==> config.mk <==
export PLATFORM = sky130hd
export DESIGN_NAME = booth_r4_seq_mult_flat
export DESIGN_NICKNAME = d
export VERILOG_FILES = /design/src/rtl/booth_r4_seq_mult_pkg.sv /design/src/rtl/booth_r4_seq_mult_if.sv /design/src/rtl/booth_r4_encoder.sv /design/src/rtl/booth_r4_seq_mult.sv /design/src/flat_wrapper.sv
export SDC_FILE = /design/constraint.sdc
export NUM_CORES = 1
export LEC_CHECK = 0
export BUFFER_PORTS_ARGS = -buffer_cell sky130_fd_sc_hd__buf_2
export CORE_ASPECT_RATIO = 1.1
export CORE_MARGIN = 3
export CORE_UTILIZATION = 30
export CTS_BUF_LIST = sky130_fd_sc_hd__clkbuf_8 sky130_fd_sc_hd__clkbuf_16
export CTS_CLUSTER_SIZE = 14
export DETAILED_ROUTE_END_ITERATION = 7
export GPL_TIMING_DRIVEN = 0
export PLACE_DENSITY = 0.47
export SLEW_MARGIN = 20
export SYNTH_ARGS = -nofsm -noshare
export SYNTH_HDL_FRONTEND = slang
export SYNTH_SLANG_ARGS = --single-unit
==> constraint.sdc <==
create_clock -name clk -period 6.65 [get_ports clk]
set_input_delay 0.9975 -clock clk [delete_from_list [all_inputs] [get_ports clk]]
set_output_delay 0.9975 -clock clk [all_outputs]
set_load 0.02 [all_outputs]
==> src/rtl/booth_r4_seq_mult_pkg.sv <==
// booth_pkg: FSM states, Booth digit select encoding, digit-count helper (no ports)
package booth_pkg;
  typedef enum logic [1:0] {IDLE, RUN, DONE} state_t;
  typedef struct packed {
    logic zero;
    logic neg;
    logic two;
  } booth_sel_t;
  function automatic booth_sel_t booth_decode(input logic [2:0] d);
    booth_sel_t s;
    s.zero = (d == 3'b000) || (d == 3'b111);
    s.neg  = d[2];
    s.two  = (d == 3'b011) || (d == 3'b100);
    return s;
  endfunction
  function automatic int ndig(input int w);
    return w / 2 + 1;
  endfunction
endpackage

==> src/rtl/booth_r4_seq_mult_if.sv <==
// booth_r4_seq_mult_if: operand/result handshake bus; master drives in_valid/a/b/is_signed/out_ready, slave drives in_ready/out_valid/result/busy
interface booth_r4_seq_mult_if #(parameter int WIDTH = 32);
  logic in_valid, in_ready, is_signed, out_valid, out_ready, busy;
  logic [WIDTH-1:0] a, b;
  logic [2*WIDTH-1:0] result;
  modport master (output in_valid, a, b, is_signed, out_ready, input in_ready, out_valid, result, busy);
  modport slave (input in_valid, a, b, is_signed, out_ready, output in_ready, out_valid, result, busy);
endinterface

==> src/rtl/booth_r4_encoder.sv <==
// booth_r4_encoder: maps a 3-bit Booth digit and a_ext to the signed multiple {0, +-a, +-2a}; ports dig, a_ext in, mult out
module booth_r4_encoder
  import booth_pkg::*;
#(parameter int WIDTH = 32) (
  input  logic [2:0]              dig,
  input  logic [WIDTH+1:0]        a_ext,
  output logic signed [WIDTH+2:0] mult
);
  booth_sel_t sel;
  logic [WIDTH+2:0] mag;
  always_comb begin
    sel  = booth_decode(dig);
    mag  = sel.two ? {a_ext, 1'b0} : {a_ext[WIDTH+1], a_ext};
    mult = sel.zero ? '0 : sel.neg ? -mag : mag;
  end
endmodule

==> src/rtl/booth_r4_seq_mult.sv <==
// booth_r4_seq_mult: sequential radix-4 Booth multiplier, one digit per clock; ports clk, reset (sync, active-high), bus (slave modport)
module booth_r4_seq_mult
  import booth_pkg::*;
#(parameter int WIDTH = 32) (
  input logic clk,
  input logic reset,
  booth_r4_seq_mult_if.slave bus
);
  localparam int NDIG = ndig(WIDTH);
  localparam int CW = $clog2(NDIG);
  localparam int AW = 2 * WIDTH + 4;
  state_t state, state_n;
  logic [CW-1:0] cnt;
  logic [WIDTH+1:0] a_ext;
  logic [WIDTH+2:0] b_sh;
  logic [AW-1:0] acc, acc_n;
  logic signed [WIDTH+2:0] mult;
  logic last, accept;
  logic [2*WIDTH-1:0] res;
  booth_r4_encoder #(.WIDTH(WIDTH)) u_enc (.dig(b_sh[2:0]), .a_ext(a_ext), .mult(mult));
  assign last   = cnt == CW'(NDIG - 1);
  assign accept = state == IDLE && bus.in_valid;
  // b_sh shifts right two bits per digit, so the current digit is always b_sh[2:0]
  assign acc_n  = acc + ({{(WIDTH+1){mult[WIDTH+2]}}, mult} << {cnt, 1'b0});
  always_comb begin
    state_n = accept ? RUN
            : (state == RUN && last) ? DONE
            : (state == DONE && bus.out_ready) ? IDLE
            : state;
  end
  always_ff @(posedge clk) state <= reset ? IDLE : state_n;
  always_ff @(posedge clk) begin
    if (reset) begin
      cnt   <= '0;
      acc   <= '0;
      a_ext <= '0;
      b_sh  <= '0;
      res   <= '0;
    end else if (accept) begin
      cnt   <= '0;
      acc   <= '0;
      a_ext <= {{2{bus.a[WIDTH-1] & bus.is_signed}}, bus.a};
      b_sh  <= {{2{bus.b[WIDTH-1] & bus.is_signed}}, bus.b, 1'b0};
    end else if (state == RUN) begin
      cnt  <= cnt + 1'b1;
      acc  <= acc_n;
      b_sh <= b_sh >> 2;
      if (last) res <= acc_n[2*WIDTH-1:0];
    end
  end
  assign bus.in_ready  = state == IDLE;
  assign bus.out_valid = state == DONE;
  assign bus.busy      = state != IDLE;
  assign bus.result    = res;
endmodule

==> src/flat_wrapper.sv <==
// flat-port wrapper written by rule: the top's interface ports become plain ports
module booth_r4_seq_mult_flat import booth_pkg::*;
#(parameter int WIDTH = 32)
  (clk, reset, bus_in_valid, bus_a, bus_b, bus_is_signed, bus_out_ready, bus_in_ready, bus_out_valid, bus_result, bus_busy);
  booth_r4_seq_mult_if #(.WIDTH(WIDTH)) bus_i ();
  input logic clk;
  input logic reset;
  input wire logic [$bits(bus_i.in_valid)-1:0] bus_in_valid;
  input wire logic [$bits(bus_i.a)-1:0] bus_a;
  input wire logic [$bits(bus_i.b)-1:0] bus_b;
  input wire logic [$bits(bus_i.is_signed)-1:0] bus_is_signed;
  input wire logic [$bits(bus_i.out_ready)-1:0] bus_out_ready;
  output wire logic [$bits(bus_i.in_ready)-1:0] bus_in_ready;
  output wire logic [$bits(bus_i.out_valid)-1:0] bus_out_valid;
  output wire logic [$bits(bus_i.result)-1:0] bus_result;
  output wire logic [$bits(bus_i.busy)-1:0] bus_busy;
  assign bus_i.in_valid = bus_in_valid;
  assign bus_i.a = bus_a;
  assign bus_i.b = bus_b;
  assign bus_i.is_signed = bus_is_signed;
  assign bus_i.out_ready = bus_out_ready;
  assign bus_in_ready = bus_i.in_ready;
  assign bus_out_valid = bus_i.out_valid;
  assign bus_result = bus_i.result;
  assign bus_busy = bus_i.busy;
  booth_r4_seq_mult #(.WIDTH(WIDTH)) u_core (.clk(clk), .reset(reset), .bus(bus_i));
endmodule
==> run metrics <==
total gr overflow=0; DR DRC count=0; worst path required time=7.05 ns; Port-buffer cells=134; synth unique cells=90; crit start category=flop; Post-Route Skew=0.01123 ns; # H-tree levels=1; Avg Inst Size Synth=7.008 µm²; worst r2r src=u_core.b_sh[0]; placed instance area=17950 µm²; Slew Limit Fails=0; vias in the first global route=17920; CTS tree=yes; drt wl/cell=22.15 µm; crit path DAT=7.58 ns; min cycle time layout=7.180 ns; Die ar.=57270 µm²; final net count=2728; routability cong.=1.003; Critical Path End Type=flop; WL final=73.90 mm; Worst Hold Depth=2; Final Hold Viols=0; Clock Sink Count=202; Num CTS Buffers=26; hold endpoint=u_core.bus.result[42]; Antenna Nets Post-Route=0; number of enable flip-flop cells after synthesis=0; 1st-iter DRT viols=1420; vias per std cell=5.663; R2R Path End=u_core.bus.result[61]; layout cell share with drive strength beyond 1=22.58%; Clk pin slew, worst setup/hold paths=0.06 ns; Synth async-reset ratio=0%; maximum VDD drop=0.1719 mV; Sum Neg Setup Slack=-8.544 ns; post-route cell area=21390 µm²; Syn Nets=2466; synth warn=0; Power Dens Cells=179.0 nW/µm²; antenna violations before repair=0; row count=89; Root Buffer=clkbuf_16; worst min path class=reg -> reg; Tcrit/Tclk final=108.0%; Pleak=8.327 nW; Slew headroom=33.54%; Post-CTS Hold Fix Bufs=0; vias=18900; area grow syn2layout=30.97%; number of iterations in the first detailed-routing pass=5; post-DP HPWL=57.58 mm; # setup viols final=39; f_max=139.3 MHz; Critical Path Fanout Max=7; die width=228.4 µm; starting density of the core=30.36%; Final WS setup=-0.5302 ns; total power=0.003829 W; Max Cap Viol=0; most frequent CP cell=o21a_1; Hold WS=0.4471 ns; synthesized instance count=2330; I/O pin cnt=136; GRT Total Usage=24.44%; min-delay src=u_core.bus.result[42]; Max stage delay on crit path=0.59 ns; FILL cells=5690; Die Y=250.7 µm; unrepaired setup endpoints after global routing=true; Clock Latency Late Sink=0.55 ns; worst reg2reg path depth=36; failing checks=negative setup slack; register bit total from synthesis=202; CP Class=reg -> reg; worst reg-to-reg setup slack=-0.53 ns; CP max stage cell=or4b_4; CTS Buffer Depth=3; Least-Margin Pin Slew=0.9845 ns; synthesized area=16330 µm²; Core Region=53790 µm²; global-route wire length before repair=110.1 mm; outcome=finished with violations; register area share after synthesis=24.76%; Main synth FF type=dfxtp_1; largest net degree at the start of global routing=13
per-layer routing:
metal,up-vias,wire length (µm),track usage (%)
met5,-,0,0
met4,0,4034,11.12
met3,186,4012,2.980
met2,754,35250,42.58
met1,8990,30600,30.12
li1,8968,-,-
metrics by stage:
stage	instances	util (%)	setup slack [ns]
final	3337	39.76	-0.5302
after global routing	3336	39.76	-0.6659
after CTS	3301	37.69	-0.4428
after detailed placement	3192	33.37	-2.166
after global placement	3192	33.37	-2.218
after floorplan	2330	-	0.005039
synth_stat cells, types with 9 or more instances:
cell type    n  share of area [%]
nand2_1    434                 10
a21oi_1    281                8.6
dfxtp_1    202                 25
nor2_1     155                3.6
o21ai_0    140                4.3
clkbuf_1   135                3.1
nor3_1      67                2.1
ha_1        66                5.1
xnor2_1     60                3.2
nand3_1     54                1.7
a22oi_1     43                2.0
a21o_1      41                1.9
mux2i_1     41                2.5
nor2b_1     38                1.5
a31oi_1     32                1.2
inv_1       30               0.69
a211oi_1    29                1.3
buf_1       26               0.60
or3_1       26                1.0
xor2_1      26                1.4
buf_2       20               0.61
nand2b_1    20               0.77
and2_1      19               0.73
nand4_1     19               0.73
nor3b_1     19               0.87
o22ai_1     17               0.65
o21a_1      16               0.74
o211ai_1    14               0.64
nand3b_1    13               0.60
and3_1      12               0.46
o31ai_1     12               0.55
nor4_1      11               0.42
o21bai_1    11               0.51
a211o_1      9               0.48
a22o_1       9               0.48
mux2_2       9               0.62
o21ai_1      9               0.28
registers in the layout, summed over array words and instances (netlist names):
register	flops
u_core.cnt	5
u_core.acc	64
u_core.state	2
u_core.bus.result	64
u_core.b_sh	34
u_core.a_ext	33
where the power goes:
| group | internal (W) | switching [W] | leakage [nW] |
|---|---|---|---|
| clock network | 0.000886 | 0.000552 | 0.451 |
| registers | 0.00124 | 0.0000342 | 1.64 |
| logic | 0.000398 | 0.000714 | 6.24 |
cell families (layout without fill, tap and decap cells):
kind of cell	Yosys count	after routing	synth area share, %
XOR/XNOR	86	86	4.613
other	0	1	0
AO/OA/AOI/OAI	776	776	30.03
multiplexers	54	54	3.640
flip-flops	202	202	24.76
AND/OR/NAND/NOR	925	925	26.34
buffers and inverters	220	498	5.440
adder cells (fa/ha/maj)	67	67	5.180
area by class of cell:
| cell class | instances | area, µm² | area share [%] |
|---|---|---|---|
| Multi-Input combinational cell | 1908 | 13010 | 60.84 |
| Timing Repair Buffer | 243 | 1577 | 7.371 |
| Sequential cell | 202 | 4053 | 18.95 |
| Tap cell | 728 | 910.9 | 4.259 |
| Antenna cell | 1 | 2.502 | 0.01170 |
| Clock inverter | 13 | 136.4 | 0.6377 |
| Clock buffer | 31 | 730.7 | 3.417 |
| Inverter | 32 | 120.1 | 0.5616 |
| Buffer | 179 | 845.8 | 3.955 |
cells in the final DEF (no fill, tap or decap), types with 25 or more instances in the layout:
cell | synthesis | layout
a21o_1 | 41 | 40
a21oi_2 | 1 | 30
a21oi_1 | 281 | 246
nor2_1 | 155 | 145
nor2b_1 | 38 | 35
a22oi_1 | 43 | 38
nor3_1 | 67 | 60
inv_1 | 30 | 38
buf_4 | 4 | 98
mux2i_1 | 41 | 26
xnor2_1 | 60 | 50
nand3_1 | 54 | 47
or3_1 | 26 | 25
o21ai_0 | 140 | 100
clkbuf_16 | 0 | 29
o21ai_1 | 9 | 30
dfxtp_1 | 202 | 199
ha_1 | 66 | 49
clkbuf_1 | 135 | 118
nand2_1 | 434 | 425
buf_2 | 20 | 149
critical path, delay by kind of cell (launching register included):
family / cells / cell delay (ns)
compound gates: 13 / 1.91
mux: 3 / 1.05
simple gates: 9 / 2.11
buf+inv: 9 / 1.15
flops: 1 / 0.35
fa+ha+maj: 2 / 0.44
worst max path at each step:
stage | startpoint | cells past startpoint | end
after CTS | u_core.b_sh[0] | 32 | u_core.acc[63]
after global placement | u_core.b_sh[2] | 31 | u_core.bus.result[60]
after floorplan | u_core.b_sh[1] | 32 | u_core.acc[63]
after detailed placement | u_core.b_sh[2] | 31 | u_core.bus.result[60]
final | u_core.b_sh[0] | 36 | u_core.bus.result[61]
after global routing | u_core.b_sh[0] | 40 | u_core.bus.result[61]
what timing repair did:
item,in CTS,in global routing
pin swaps,53,94
setup endpoints to repair,99,71
setup buffers,71,40
gates resized for setup,211,166
No activity file was read; power rests on OpenSTA's default activity.
